**config.mk**
```make
export PLATFORM = sky130hd
export DESIGN_NAME = addr_gen_out
export DESIGN_NICKNAME = d
export VERILOG_FILES = /design/src/rtl/addr_gen_out.sv
export SDC_FILE = /design/constraint.sdc
export NUM_CORES = 1
export LEC_CHECK = 0
export ABC_CLOCK_PERIOD_IN_PS = 3000
export CAP_MARGIN = 10
export CELL_PAD_IN_SITES_DETAIL_PLACEMENT = 1
export CELL_PAD_IN_SITES_GLOBAL_PLACEMENT = 2
export CORE_AREA = 2 2 177 110
export CTS_CLUSTER_DIAMETER = 50
export DETAILED_ROUTE_END_ITERATION = 6
export DIE_AREA = 0 0 179 112
export GPL_ROUTABILITY_DRIVEN = 0
export PLACE_DENSITY_LB_ADDON = 0.1
export SETUP_SLACK_MARGIN = 0.2
export SLEW_MARGIN = 20
export SYNTH_ARGS = -nofsm -noshare
export SYNTH_HDL_FRONTEND = slang
export SYNTH_SLANG_ARGS = --single-unit
export TNS_END_PERCENT = 1
```
**constraint.sdc**
```tcl
create_clock -name clk_i -period 3 [get_ports clk_i]
set_input_delay 0.6 -clock clk_i [delete_from_list [all_inputs] [get_ports clk_i]]
set_output_delay 0.6 -clock clk_i [all_outputs]
set_load 0.05 [all_outputs]
```
**src/rtl/addr_gen_out.sv**
```systemverilog
`default_nettype none
// ============================================================================
//  Module   : addr_gen_out
//  Function : Unload-side address generator for the FFT result memory.
//             Reads one frame of 2^AddrWidth samples back out of 4 SRAM
//             banks (permuted row order) and emits them as a natural-order
//             valid/ready stream. A 2-entry output buffer plus credit-based
//             read issue absorbs the 1-cycle SRAM latency under backpressure.
//  Revision : 1.0 - initial release
// ============================================================================
module addr_gen_out #(
   parameter int AddrWidth = 7,   // log2 of frame length; must be >= 6
   parameter int DataWidth = 32
) (
   input  logic                   clk_i,
   input  logic                   rst_ni,
   input  logic                   start_i,
   output logic [3:0]             rd_en_o,
   output logic [AddrWidth-3:0]   rd_addr_o,
   input  logic [4*DataWidth-1:0] rd_data_i,
   output logic [DataWidth-1:0]   data_o,
   output logic [AddrWidth-1:0]   idx_o,
   output logic                   valid_o,
   input  logic                   ready_i,
   output logic                   last_o,
   output logic                   busy_o,
   output logic                   done_o
);

   typedef enum logic [1:0] {
      IDLE  = 2'd0,
      RUN   = 2'd1,
      DRAIN = 2'd2
   } state_t;

   state_t                 state, state_next;
   logic [AddrWidth-1:0]   k, k_next;
   logic [AddrWidth-3:0]   row;
   logic [AddrWidth-3:0]   addr_hold;
   logic [1:0]             bank;
   logic                   issue;
   logic                   done_next;

   // Read-return tracking: bank and index of the read issued last cycle.
   logic                   inflight;
   logic [1:0]             bank_q;
   logic [AddrWidth-1:0]   k_q;

   // Output buffer: head lives directly in the output registers.
   logic [1:0]             occ;
   logic [DataWidth-1:0]   tail_data;
   logic [AddrWidth-1:0]   tail_idx;
   logic                   tail_last;

   logic                   push, pop;
   logic [2:0]             credit;
   logic [DataWidth-1:0]   push_data;
   logic                   push_last;

   // Bank from the top two index bits; row low bits undo the loader permutation.
   assign bank      = k[AddrWidth-1 -: 2];
   assign row       = {k[AddrWidth-3:3], k[1:0], k[2]};

   assign valid_o   = (occ != 2'd0);
   assign pop       = valid_o & ready_i;
   assign push      = inflight;
   assign credit    = {1'b0, occ} + {2'b00, inflight};
   assign push_data = rd_data_i[32'(bank_q) * DataWidth +: DataWidth];
   assign push_last = &k_q;
   assign busy_o    = (state != IDLE);

   assign rd_en_o   = issue ? (4'b0001 << bank) : 4'b0000;
   assign rd_addr_o = issue ? row : addr_hold;

   // Next-state, issue decision and address counter advance.
   always_comb begin
      state_next = state;
      k_next     = k;
      issue      = 1'b0;
      done_next  = 1'b0;
      case (state)
         IDLE: begin
            if (start_i) begin
               state_next = RUN;
               k_next     = '0;
            end
         end
         RUN: begin
            // Slot free once buffered + in-flight entries, less this pop, < 2.
            issue = (credit < (3'd2 + {2'b00, pop}));
            if (issue) begin
               k_next = k + AddrWidth'(1);
               if (&k) state_next = DRAIN;
            end
         end
         DRAIN: begin
            if (pop && last_o) begin
               state_next = IDLE;
               done_next  = 1'b1;
            end
         end
         default: state_next = IDLE;
      endcase
   end

   // Control registers: state, issue counter, held address, read-return tags.
   always_ff @(posedge clk_i or negedge rst_ni) begin
      if (!rst_ni) begin
         state     <= IDLE;
         k         <= '0;
         addr_hold <= '0;
         done_o    <= 1'b0;
         inflight  <= 1'b0;
         bank_q    <= 2'd0;
         k_q       <= '0;
      end else begin
         state    <= state_next;
         k        <= k_next;
         done_o   <= done_next;
         inflight <= issue;
         if (issue) begin
            addr_hold <= row;
            bank_q    <= bank;
            k_q       <= k;
         end
      end
   end

   // Two-entry output buffer: head in output registers, one tail slot behind.
   always_ff @(posedge clk_i or negedge rst_ni) begin
      if (!rst_ni) begin
         occ       <= 2'd0;
         data_o    <= '0;
         idx_o     <= '0;
         last_o    <= 1'b0;
         tail_data <= '0;
         tail_idx  <= '0;
         tail_last <= 1'b0;
      end else begin
         case ({push, pop})
            2'b10: begin
               if (occ == 2'd0) begin
                  data_o <= push_data;
                  idx_o  <= k_q;
                  last_o <= push_last;
               end else begin
                  tail_data <= push_data;
                  tail_idx  <= k_q;
                  tail_last <= push_last;
               end
               occ <= occ + 2'd1;
            end
            2'b01: begin
               if (occ == 2'd2) begin
                  data_o <= tail_data;
                  idx_o  <= tail_idx;
                  last_o <= tail_last;
               end
               occ <= occ - 2'd1;
            end
            2'b11: begin
               if (occ == 2'd2) begin
                  data_o    <= tail_data;
                  idx_o     <= tail_idx;
                  last_o    <= tail_last;
                  tail_data <= push_data;
                  tail_idx  <= k_q;
                  tail_last <= push_last;
               end else begin
                  data_o <= push_data;
                  idx_o  <= k_q;
                  last_o <= push_last;
               end
            end
            default: ;
         endcase
      end
   end

   // The credit rule keeps occ + inflight <= 2, so a push into a full buffer
   // without a simultaneous pop must never happen.
   a_no_overflow: assert property (@(posedge clk_i) disable iff (!rst_ni)
      !(push && !pop && occ == 2'd2));

endmodule
`default_nettype wire
```
; After elaboration in Yosys (flattened, before gate mapping)
; Cells that the tools add are included.
[totals]
ff_bits = 107
output_inout_bits = 52
wordCells = 87
[classes]
addsub = 5
magnitude_cmp = 1
n_eq_ne = 14
shift = 2
mux = 35
bitwise = 1
reduce_logical = 15
[op_table]
columns = op, count
row1 = 32-bit two-way mux, 5
row2 = 128-bit by 8-bit variable part select with 32-bit output, 1
row3 = 32-bit case mux with 3 select lines, 1
row4 = 32-bit case mux with 2 select lines, 1
row5 = 7-bit two-way mux, 7
row6 = 7-bit case mux with 2 select lines, 2
row7 = 7-bit case mux with 3 select lines, 1
row8 = "2-bit != test, second input constant", 8
row9 = 7-bit AND reduction, 2
row10 = 2-bit nonzero test, 5
row11 = 3-bit AND reduction, 3
row12 = "2-bit == test, second input constant", 4
row13 = 1-bit two-way mux, 8
row14 = 2-bit two-way mux, 4
row15 = "7-bit by 1-bit adder with 7-bit output, second input constant", 1
row16 = 2-bit case mux with 3 select lines, 1
row17 = 5-bit two-way mux, 1
row18 = "2-bit by 1-bit == test with 1-bit output, second input constant", 2
row19 = 2-bit logical NOT, 2
row20 = 4-bit two-way mux, 1
row21 = 2-bit case mux with 2 select lines, 1
row22 = 4-bit AND reduction, 1
row23 = "1-bit by 2-bit left shift with 4-bit output, first input constant", 1
row24 = 2-bit by 1-bit adder with 3-bit output, 1
row25 = 9 further kinds, 9

; Longest topological paths before layout
[logic_depth]
ltp_word = 6
ltp_mapped = 8
ltp_nobuf = 7

; Worst setup path after synthesis
; OpenSTA, ideal clock, no wires.
[synth_timing]
path_kind = register to output
startpoint = reg occ[0]
endpoint = out rd_en_o[2]
t_arrival_ns = 2.664
t_required_ns = 2.400
slack_ns = -0.264
path_stages_with_launch = 8
n_path_buf = 1
path_cell_list = dfrtp_1 > ha_1 > ha_1 > nand2b_1 > nor2_1 > nand2_2 > buf_2 > nor3b_1
[synth_via]
elab_chain_cells = 6
[synth_lines]
columns = element, line_no
row1 = "start, declared", 50  ; logic [1:0] occ;
row2 = "start signal, assigned", 151  ; occ <= occ + 2'd1;
row3 = "start signal, assigned", 159  ; occ <= occ - 2'd1;
row4 = 2-bit nonzero test, 64  ; assign valid_o = (occ != 2'd0);
row5 = 1-bit AND, 65  ; assign pop = valid_o & ready_i;
row6 = 2-bit by 1-bit adder with 3-bit output, 90  ; issue = (credit < (3'd2 + {2'b00, pop}));
row7 = 3-bit < comparator *, 90
row8 = 1-bit two-way mux *, 81  ; case (state)
row9 = 4-bit two-way mux *, 72  ; assign rd_en_o = issue ? (4'b0001 << bank) : 4'b0000;
row10 = "end, declared", 18  ; output logic [3:0] rd_en_o,
; Every way passes the cells marked *; elsewhere a longest branch is shown, timed or not.

; Worst setup path after layout
[layout_timing]
startpoint = reg occ[0]
endpoint = out rd_addr_o[0]
[layout_via]
elab_chain_cells = 6
[layout_lines]
columns = element, line_no
row1 = 2-bit nonzero test, 64
row2 = 1-bit AND, 65
row3 = 2-bit by 1-bit adder with 3-bit output, 90
row4 = 3-bit < comparator *, 90
row5 = 1-bit two-way mux *, 81
row6 = 5-bit two-way mux *, -
row7 = "end, declared", 19  ; output logic [AddrWidth-3:0] rd_addr_o,
; Marks and branches as above.

==> results.md <==
* RSZ-0062 raised after global routing: false
* Sequence of cells on the critical path: ha_1 -> ha_1 -> nand2b_4 -> nor2_4 -> nand2_4 -> mux2_4 -> buf_12
* Main synth FF type: dfrtp_1
* Total of max-cap violations at 0
* Drc violations at 0
* Max Transition Viols Final at 0
* Ys Warns at 0
* Number of DRC markers in iteration 0 at 217
* Pwr Density at 622 mW/mm^2
* CTS root buf: clkbuf_16
* Synth Cell Area at 0.00527 mm^2
* I/O Pins at 184
* Slack of the worst reg-to-reg path at 0.60 ns
* Die height at 112 um
* Final nets at 746
* Register area at 0.00263 mm^2
* Final core occ at 43.0%
* Mux cell area share after synthesis at 26.0%
* Crit path max-delay cell type: dfrtp_2
* CP peak stage delay at 0.41 ns
* Die X at 179 um
* Rel. slew slack at 37.2%
* Critical path class: reg2out
* Net Sw Frac at 40.8%
* Vias in the first global route at 4574
* Non-Filler Cell Area, Final at 0.00795 mm^2
* Async SR Flop Fraction at 100%
* Initial antenna violation count at 0
* Ant diodes at 0
* Reg2reg path depth at 8
* Minimum clock period at 2.69 ns
* GRT overflow at 0
* DR vias at 4170
* Initial Utilization at 28.5%
* Worst flop-to-flop path endpoint: tail_data[13]$_DFFE_PN0P_
* Status: complete, no violations
* Synth Area in XOR/XNOR at 0.499%
* Clock power share at 23.4%
* Post-Synthesis Cells at 420
* Num CTS Buffers at 9
* Vias/cell at 4.86
* Htree depth at 3
* CTS tree: built
* Final hold slack at 0.112 ns
* Int Power at 0.00292 W
* GRT Overall Usage at 16.4%
* Fillcell total at 1941
* Hold_buf cts at 0
* Setup violations, final at 0
* Synth cell types at 40
* Worst skew pair latency at 0.35 ns
* Switching pwr at 0.00202 W
* Lkg Pwr at 3.34 nW
* Post-synth EDFFs at 0
* Peak Freq at 371 MHz
* Synth Area in Simple Gates at 7.32%
* Setup WS post-layout at 0.307 ns
* Crit-path most repeated cell: ha_1
* Crit path launch: occ[0]$_DFFE_PN0P_
* I/O Buffers at 183
* Area post-placement at 0.00751 mm^2
* Sequential fraction of the synthesis area at 49.9%
* First-pass GRT wire length at 25.2 mm
* Worst Max-Slew Pin Slew at 0.941 ns
* WP data required at 2.40 ns
* Yosys reg bits at 105
* Fraction of layout cells with a size suffix above 1 at 24.7%
* Crit end category: primary output
* Row count at 39
* Mean Syn Cell Area at 12.5 um^2
* Routed Antenna Nets at 0
* Worst R2R Start: occ[0]$_DFFE_PN0P_
* Detailed-route wire length at 15.8 mm
* Comb power frac at 41.8%
* Post-synthesis compound-gate area fraction at 11.6%
* Worst setup SP type: flip-flop
* DRT Pass-1 Iters at 4
* Post-Synth Adder-Cell Area at 1.66%
* Clk buf depth at 2
* Crit path max fanout at 5
* Detailed Place HPWL at 11.1 mm
* Place WS at 0.233 ns
* Die area at 0.0200 mm^2
* Skew final at 0.00919 ns
* Main combinational cell family by area after synthesis: multiplexers
* Endpoints failing hold at 0
* Tcrit/Tclk final at 89.8%
* Critical Path Sink: rd_addr_o[0]
* Pin count of the biggest net entering global routing at 61
* Post-synth net total at 559
* Worst vdd ir at 0.406 mV
* Area occupied by multi-input gates at 0.00256 mm^2
* Core Area at 0.0185 mm^2
* Clk slew on worst S/H paths at 0.08 ns
* Clock Sinks at 105
* Crit path arrival time at 2.09 ns
* Worst hold path type: in2async
* Area delta synth->final at 50.9%
* Drt wl/cell at 18.5 um
* Flop pwr share at 34.9%
stage by stage:
step	total power, W	TNS [ns]	cells
final	0.00494	0	858
after global routing	0.00523	0	858
after CTS	0.00500	0	856
after detailed placement	0.00380	0	830
after global placement	0.00376	0	830
after floorplan	0.00293	-0.398	420
per-layer routing:
layer	share of wire, %	vias to the layer above	global-route usage, %
met5	0	-	0
li1	-	1937	-
met2	44	118	25.1
met4	0.88	0	3.41
met3	7.4	9	5.09
met1	48	2106	23.0
flip-flops by register name (all words and copies together), names as in the netlist:
signal     flops
tail_idx       7
bank_q         2
occ            2
data_o        32
done_o         1
k              7
tail_data     32
idx_o          7
addr_hold      5
k_q            5
last_o         1
tail_last      1
inflight       1
state          2
synthesized netlist by cell type (2+ instances only):
cell | n | share of area [%]
a21oi_1 | 4 | 0.38
a22oi_1 | 40 | 5.7
and4b_1 | 2 | 0.38
buf_1 | 3 | 0.21
buf_2 | 13 | 1.2
buf_4 | 3 | 0.43
clkbuf_1 | 11 | 0.78
dfrtp_1 | 105 | 50
ha_1 | 7 | 1.7
inv_1 | 6 | 0.43
mux2_2 | 53 | 11
mux2i_1 | 5 | 0.95
mux4_2 | 32 | 14
nand2_1 | 52 | 3.7
nand3_1 | 4 | 0.38
nor2_1 | 8 | 0.57
nor2b_1 | 2 | 0.24
nor3_1 | 5 | 0.48
nor3b_1 | 2 | 0.29
o21ai_0 | 40 | 3.8
o21ai_1 | 2 | 0.19
o21ai_2 | 2 | 0.33
xor2_1 | 2 | 0.33
worst min-delay path by stage:
stage	start	end	slack, ns
after floorplan	rst_ni	addr_hold[0]$_DFF_PN0_	0.30
after global placement	data_o[29]$_DFFE_PN0P_	data_o[29]$_DFFE_PN0P_	0.46
after detailed placement	data_o[29]$_DFFE_PN0P_	data_o[29]$_DFFE_PN0P_	0.47
after CTS	rst_ni	data_o[16]$_DFFE_PN0P_	0.11
after global routing	rst_ni	data_o[16]$_DFFE_PN0P_	0.11
final	rst_ni	data_o[16]$_DFFE_PN0P_	0.11
power by group through the flow:
| stage | logic (W) | registers (W) | clock network (W) |
|---|---|---|---|
| 5_1_grt | 0.00221 | 0.00175 | 0.00126 |
| 4_1_cts | 0.00207 | 0.00173 | 0.00120 |
| 3_5_place_dp | 0.00204 | 0.00176 | 0 |
| 2_1_floorplan | 0.000578 | 0.00236 | 0 |
| 6_report | 0.00206 | 0.00172 | 0.00115 |
| 3_3_place_gp | 0.00201 | 0.00175 | 0 |
kinds of logic (layout without fill, tap and decap cells):
group           count (synthesis)  in the layout
simple gates                   85             86
buf+inv                        36            227
fa+ha+maj                       7              7
mux                            90             90
compound gates                 94             94
xor+xnor                        3              3
flops                         105            105
cells in the final DEF, fill, tap and decap left out, types with 2 or more instances in the layout:
cell type          n
inv_1              6
clkdlybuf4s50_1  173
buf_4             19
nor3_1             4
mux2i_1            4
o21ai_0           40
nor2b_1            2
xor2_1             2
nand3_1            4
dfrtp_2            3
clkbuf_16          9
nand2_4            2
ha_1               7
dfrtp_1          102
and4b_1            2
clkinv_2           2
a22oi_1           40
clkinv_4           2
a21oi_1            4
nand2_1           52
o21ai_1            2
nor2_1             7
mux4_2            32
buf_12            13
mux2_2            52
nor3b_4            2
critical path: cells and delay by family, from the launching register on:
family	cells	cell delay [ns]
fa+ha+maj	2	0.38
buf+inv	1	0.15
flops	1	0.41
mux	1	0.34
simple gates	3	0.45
area by class of cell:
class	count	share of cell area, %
Inverter	6	0.283
Tap cell	246	3.87
Clock buffer	9	2.83
Multi-Input combinational cell	280	32.2
Timing Repair Buffer	205	26.9
Sequential cell	105	33.1
Clock inverter	7	0.803
repair_timing:
action                     in CTS  in global routing
pin swaps                       2                  2
resized for setup               5                  8
buffers inserted               10                  1
cloned                          0                  1
setup endpoints to repair       9                  8
(Power assumes the default switching activity.)
